$ cat config.mk
export PLATFORM = sky130hd
export DESIGN_NAME = alu_cmd_sequencer
export DESIGN_NICKNAME = d
export VERILOG_FILES = /design/src/rtl/alu_cmd_sequencer.sv
export SDC_FILE = /design/constraint.sdc
export NUM_CORES = 1
export LEC_CHECK = 0
export BUFFER_PORTS_ARGS = -buffer_cell sky130_fd_sc_hd__clkbuf_2
export CORE_MARGIN = 2
export CORE_UTILIZATION = 56
export CTS_CLUSTER_DIAMETER = 150
export DETAILED_ROUTE_END_ITERATION = 16
export PLACE_DENSITY = 0.86
export SLEW_MARGIN = 20
export SYNTH_ARGS = -nofsm -noshare
export SYNTH_HDL_FRONTEND = slang
export SYNTH_SLANG_ARGS = --single-unit
$ cat constraint.sdc
create_clock -name clk -period 3.05 [get_ports clk]
set_clock_uncertainty 0.15 [all_clocks]
set_input_delay 0.1525 -clock clk [delete_from_list [all_inputs] [get_ports clk]]
set_output_delay 0.1525 -clock clk [all_outputs]
set_load 0.05 [all_outputs]
$ cat src/rtl/alu_cmd_sequencer.sv
// alu_cmd_sequencer: buffers ALU commands, issues them one at a time, and returns checked results
module alu_cmd_sequencer #(
  parameter int WIDTH   = 16,
  parameter int FUN_W   = 4,
  parameter int DEPTH   = 4,
  parameter int ALU_LAT = 1
) (
  input  logic             clk,
  input  logic             rst,
  input  logic             cmd_valid,
  output logic             cmd_ready,
  input  logic [WIDTH-1:0] cmd_a,
  input  logic [WIDTH-1:0] cmd_b,
  input  logic [FUN_W-1:0] cmd_fun,
  output logic [WIDTH-1:0] alu_a,
  output logic [WIDTH-1:0] alu_b,
  output logic [FUN_W-1:0] alu_fun,
  input  logic [WIDTH-1:0] alu_out,
  input  logic             arith_flag,
  input  logic             logic_flag,
  input  logic             cmp_flag,
  input  logic             shift_flag,
  output logic             rsp_valid,
  input  logic             rsp_ready,
  output logic [WIDTH-1:0] rsp_data,
  output logic [3:0]       rsp_flags,
  output logic             rsp_err,
  output logic             busy,
  output logic [15:0]      ops_done,
  output logic [7:0]       err_count
);
  localparam int AW = $clog2(DEPTH);
  localparam int CW = $clog2(ALU_LAT + 2);
  typedef enum logic [1:0] {IDLE, WAIT, RESP} state_t;
  state_t state;
  logic [WIDTH-1:0] mem_a [DEPTH];
  logic [WIDTH-1:0] mem_b [DEPTH];
  logic [FUN_W-1:0] mem_f [DEPTH];
  logic [AW-1:0] wr_ptr, rd_ptr;
  logic [AW:0] count;
  logic [CW-1:0] cnt;
  logic push, pop;
  logic [3:0] flags, exp_flags;
  assign cmd_ready = count != (AW+1)'(DEPTH);
  assign push = cmd_valid && cmd_ready;
  assign pop = state == IDLE && count != '0;
  assign busy = state != IDLE || count != '0;
  assign flags = {arith_flag, logic_flag, cmp_flag, shift_flag};
  // Flag class the ALU must report for the function currently issued
  assign exp_flags = 32'(alu_fun) <= 3  ? 4'b1000 :
                     32'(alu_fun) <= 9  ? 4'b0100 :
                     32'(alu_fun) <= 12 ? 4'b0010 :
                     32'(alu_fun) <= 14 ? 4'b0001 : 4'b0000;
  always_ff @(posedge clk)
    if (push) begin
      mem_a[wr_ptr] <= cmd_a;
      mem_b[wr_ptr] <= cmd_b;
      mem_f[wr_ptr] <= cmd_fun;
    end
  always_ff @(posedge clk or posedge rst)
    if (rst) begin
      state     <= IDLE;
      wr_ptr    <= '0;
      rd_ptr    <= '0;
      count     <= '0;
      cnt       <= '0;
      alu_a     <= '0;
      alu_b     <= '0;
      alu_fun   <= '0;
      rsp_valid <= 1'b0;
      rsp_data  <= '0;
      rsp_flags <= '0;
      rsp_err   <= 1'b0;
      ops_done  <= '0;
      err_count <= '0;
    end else begin
      if (push) wr_ptr <= wr_ptr + 1'b1;
      if (pop) rd_ptr <= rd_ptr + 1'b1;
      count <= count + (AW+1)'(push) - (AW+1)'(pop);
      case (state)
        IDLE: if (pop) begin
          alu_a   <= mem_a[rd_ptr];
          alu_b   <= mem_b[rd_ptr];
          alu_fun <= mem_f[rd_ptr];
          cnt     <= CW'(ALU_LAT);
          state   <= WAIT;
        end
        WAIT: if (cnt != '0) cnt <= cnt - 1'b1;
        else begin
          rsp_data  <= alu_out;
          rsp_flags <= flags;
          rsp_err   <= flags != exp_flags;
          rsp_valid <= 1'b1;
          state     <= RESP;
        end
        RESP: if (rsp_ready) begin
          rsp_valid <= 1'b0;
          ops_done  <= ops_done + 1'b1;
          err_count <= err_count + 8'(rsp_err && err_count != 8'hFF);
          state     <= IDLE;
        end
        default: state <= IDLE;
      endcase
    end
endmodule

==> metrics.yaml <==
outcome:
  run_status: "complete, no violations"
yosys:
  synthArstFlopShare_pct: 39.2
  post_synth.cell_area_avg_um2: 16.4
  synth_enable_flop_cells: 144
  yosys_warn_count: 0
  synth-main-ff-cell: "sky130_fd_sc_hd__edfxtp_1"
  yosysSeqAreaShare_pct: 72.5
  syn-num-nets: 631
  cells_taking_the_most_area_after_synthesis: "sky130_fd_sc_hd__edfxtp_1 (47%), sky130_fd_sc_hd__dfrtp_1 (25%), sky130_fd_sc_hd__mux4_2 (8.8%), sky130_fd_sc_hd__nand2_1 (5.4%), sky130_fd_sc_hd__mux2_2 (2.6%)"
  cell_taking_the_most_area_after_synthesis: "sky130_fd_sc_hd__edfxtp_1"
  ys_seq_elements: 237
  mappedNetlistArea_um2: 9180
  synth_largest_type_area_fraction_pct: 47.1
  ys_types: 42
  synthCells: 560
layout:
  finish.net_count: 847
  num_antenna_cells: 0
  filler_cells_inserted: 1001
  final_cells: 1007
  synthToLayoutAreaGrowth_pct: 26.1
  finalInstanceArea_um2: 11600
  layout-drive-gt1-share_pct: 33.1
floorplan:
  die_width_um: 132
  die_area_um2: 17400
  fp-row-count: 46
  chipHeight_um: 132
  io_pins: 144
  initial_utilization_pct: 57.6
  placeableCoreArea_um2: 15900
placement:
  place_congestion: 0.783
  post-place-cells: 908
  hpwl_um: 11400
  dpl-instance-area_um2: 10100
  placement.io_buffers: 143
clock_tree:
  cts.reportedPaths.clkPinSlew_ns: 0.06
  total_clock_buffers_created_by_cts: 23
  ctsLongestPathBuffers: 3
  cts_hold_buf: 59
  cts.sink_count: 237
  tritoncts: "yes"
  ctsResizeCount: 0
  worstSkewPairLatency_ns: 0.49
  h-tree-depth: 1
  post-cts-setup-buffer-count: 0
  root_buffer: "sky130_fd_sc_hd__clkbuf_16"
sta:
  unrepaired_setup_endpoints_after_global_routing: "false"
  slew_viol_final: 0
  worst_slew_pin_slew_ns: 0.953
  setup_tns_final_ns: 0
  setup_viol_count_final: 0
  slew_headroom_pct: 36.5
  final_hold_viol_count: 0
  min_period_over_period_pct: 75.3
  fmax_mhz: 435
  final.min_clock_period_ns: 2.30
global_routing:
  grt-ovfl-total: 0
  largest_net_degree_at_the_start_of_global_routing: 73
  number_of_global_route_vias_before_repair: 5752
  grt.total_usage_pct: 22.6
  antenna_found_initial: 0
  grt_pass1_wl_um: 30900
setup_path:
  cp.arrival_ns: 2.56
  critical_path.n_buffers_inverters: 2
  worst_setup_path_startpoint: "count[0]"
  timing.critical_path.fanout_max: 6
  timing.critical_path.from_type: "flip-flop"
  beginning_of_the_worst_register_to_register_path: "count[0]"
  cp-end-kind: "flip-flop"
  cp_num_cells: 10
  cp.required_ns: 3.31
  critical_path.reg2reg.endpoint: "count[2]"
  critical_path_class: "reg2reg"
  worst_path_dominant_cell_family: "adder cells"
  cp_cell_sequence: "nor2_1 -> nand2_1 -> and2_1 -> inv_1 -> ha_1 -> inv_1 -> ha_1 -> fa_1 -> xnor2_1 -> xnor2_1"
  timing.reg2reg.setup_slack_ns: 0.75
  critPathMaxStageDelay_ns: 0.38
  critPathCapture: "count[2]"
  critPathSlowestCell: "sky130_fd_sc_hd__dfrtp_1"
  depth_of_the_most_critical_reg_to_reg_path: 10
hold_path:
  min_path_type: "in2async"
routing:
  remaining_drc_errors: 0
  wire_per_inst_um: 19.1
  top_layer: "met4"
  vias: 5397
  detailedRoute.firstIterationViolations: 366
  vias_per_cell: 5.36
  detail_route.first_pass.iterations: 4
  wl_met3_um: 1200
  detailroute.wirelength.met2_um: 10200
  routedLengthMet1_um: 7480
  drt.antenna.violating_nets: 0
  totalWireLength_um: 19200
pwr:
  ir_drop_v: 0.000631
  cellPowerDensity_nw_per_um2: 1100
  leakage_nw: 4.90
flow_run:
  cap_violations: 0
==> routing by layer <==
| metal | track usage [%] | vias to the layer above |
|---|---|---|
| met1 | 28.7 | 2738 |
| met4 | 4.71 | 0 |
| li1 | - | 2458 |
| met2 | 40.9 | 175 |
| met3 | 4.19 | 26 |
| met5 | 0 | - |
==> synthesized netlist by cell type (7+ instances only) <==
cell,n
sky130_fd_sc_hd__inv_1,12
sky130_fd_sc_hd__mux4_2,36
sky130_fd_sc_hd__dfrtp_1,93
sky130_fd_sc_hd__nand2_1,133
sky130_fd_sc_hd__edfxtp_1,144
sky130_fd_sc_hd__mux2_2,21
sky130_fd_sc_hd__buf_2,15
sky130_fd_sc_hd__nor2_1,8
sky130_fd_sc_hd__xor2_1,9
sky130_fd_sc_hd__xnor2_1,20
sky130_fd_sc_hd__nand4_1,7
sky130_fd_sc_hd__and3_1,8
sky130_fd_sc_hd__ha_1,10
==> registers in the layout, indices dropped and copies added (netlist names), 3 cells and up <==
signal,count
alu_a,16
alu_b,16
alu_fun,4
count,3
err_count,8
mem_a,64
mem_b,64
mem_f,16
ops_done,16
rsp_data,16
rsp_flags,4
==> layout make-up <==
type | instances | area, um^2 | area share [%]
Clock buffer | 29 | 638 | 5.51
Clock inverter | 11 | 209 | 1.80
Inverter | 12 | 47.5 | 0.411
Multi-Input combinational cell | 290 | 2370 | 20.4
Sequential cell | 237 | 6650 | 57.5
Tap cell | 216 | 270 | 2.33
Timing Repair Buffer | 212 | 1390 | 12.0
==> placed cells by master, fill, tap and decap left out, types with 2 or more instances in the layout <==
cell / instances
sky130_fd_sc_hd__mux2_2: 21
sky130_fd_sc_hd__dlygate4sd3_1: 59
sky130_fd_sc_hd__xor2_1: 9
sky130_fd_sc_hd__bufinv_16: 6
sky130_fd_sc_hd__and3_1: 4
sky130_fd_sc_hd__inv_1: 11
sky130_fd_sc_hd__clkbuf_16: 23
sky130_fd_sc_hd__clkinv_2: 4
sky130_fd_sc_hd__o21ai_0: 3
sky130_fd_sc_hd__ha_1: 10
sky130_fd_sc_hd__nor3_1: 3
sky130_fd_sc_hd__xnor2_1: 20
sky130_fd_sc_hd__and3_2: 4
sky130_fd_sc_hd__buf_4: 9
sky130_fd_sc_hd__edfxtp_1: 144
sky130_fd_sc_hd__nand2_1: 133
sky130_fd_sc_hd__clkbuf_1: 2
sky130_fd_sc_hd__nand4_1: 7
sky130_fd_sc_hd__nor2_1: 8
sky130_fd_sc_hd__and4_1: 2
sky130_fd_sc_hd__dfrtp_1: 91
sky130_fd_sc_hd__dfrtp_2: 2
sky130_fd_sc_hd__nand3_1: 4
sky130_fd_sc_hd__mux4_2: 36
sky130_fd_sc_hd__clkbuf_8: 4
sky130_fd_sc_hd__clkbuf_2: 143
sky130_fd_sc_hd__and2_1: 3
sky130_fd_sc_hd__nor4b_1: 2
sky130_fd_sc_hd__nor2b_1: 2
==> where the power goes <==
part | switching (mW) | internal [mW] | total [mW]
combinational | 3.08 | 1.50 | 4.59
clock | 1.14 | 1.99 | 3.13
sequential | 0.602 | 4.36 | 4.96
==> worst reg2reg max path: stages (launching register included) <==
cell and delay [ns]:
sky130_fd_sc_hd__dfrtp_1 0.38, sky130_fd_sc_hd__nor2_1 0.05, sky130_fd_sc_hd__nand2_1 0.13, sky130_fd_sc_hd__and2_1 0.22
sky130_fd_sc_hd__inv_1 0.06, sky130_fd_sc_hd__ha_1 0.28, sky130_fd_sc_hd__inv_1 0.04, sky130_fd_sc_hd__ha_1 0.18
sky130_fd_sc_hd__fa_1 0.38, sky130_fd_sc_hd__xnor2_1 0.19, sky130_fd_sc_hd__xnor2_1 0.14
==> logic make-up (layout without fill, tap and decap cells) <==
kind of cell | after synthesis | after routing | synth area share (%)
AO/OA/AOI/OAI | 11 | 11 | 0.845
adder cells (fa/ha/maj) | 11 | 11 | 1.58
AND/OR/NAND/NOR | 182 | 182 | 9.10
buffers and inverters | 33 | 264 | 1.84
multiplexers | 57 | 57 | 11.4
XOR/XNOR | 29 | 29 | 2.77
flip-flops | 237 | 237 | 72.5
==> stage by stage <==
step | hold slack (ns) | setup slack, ns | util [%] | total power, mW
3_3_place_gp | 0.216 | 0.881 | 63.6 | 9.34
3_5_place_dp | 0.222 | 0.767 | 63.6 | 9.55
4_1_cts | 0.245 | 0.736 | 72.6 | 12.8
6_report | 0.248 | 0.754 | 72.6 | 12.7
5_1_grt | 0.268 | 0.575 | 72.6 | 13.3
2_1_floorplan | 0.101 | 0.327 | - | 8.37
==> worst min path at each step <==
stage | start | to | cells after the start
after floorplan | cmd_a[0] | mem_a[0][0] | 0
after global placement | cmd_a[4] | mem_a[2][4] | 1
after detailed placement | cmd_b[10] | mem_b[1][10] | 1
after CTS | cmd_b[10] | mem_b[1][10] | 2
after global routing | cmd_a[8] | mem_a[2][8] | 2
final | rst | err_count[3] | 3
Note: power is estimated with default switching activity, not from simulation.
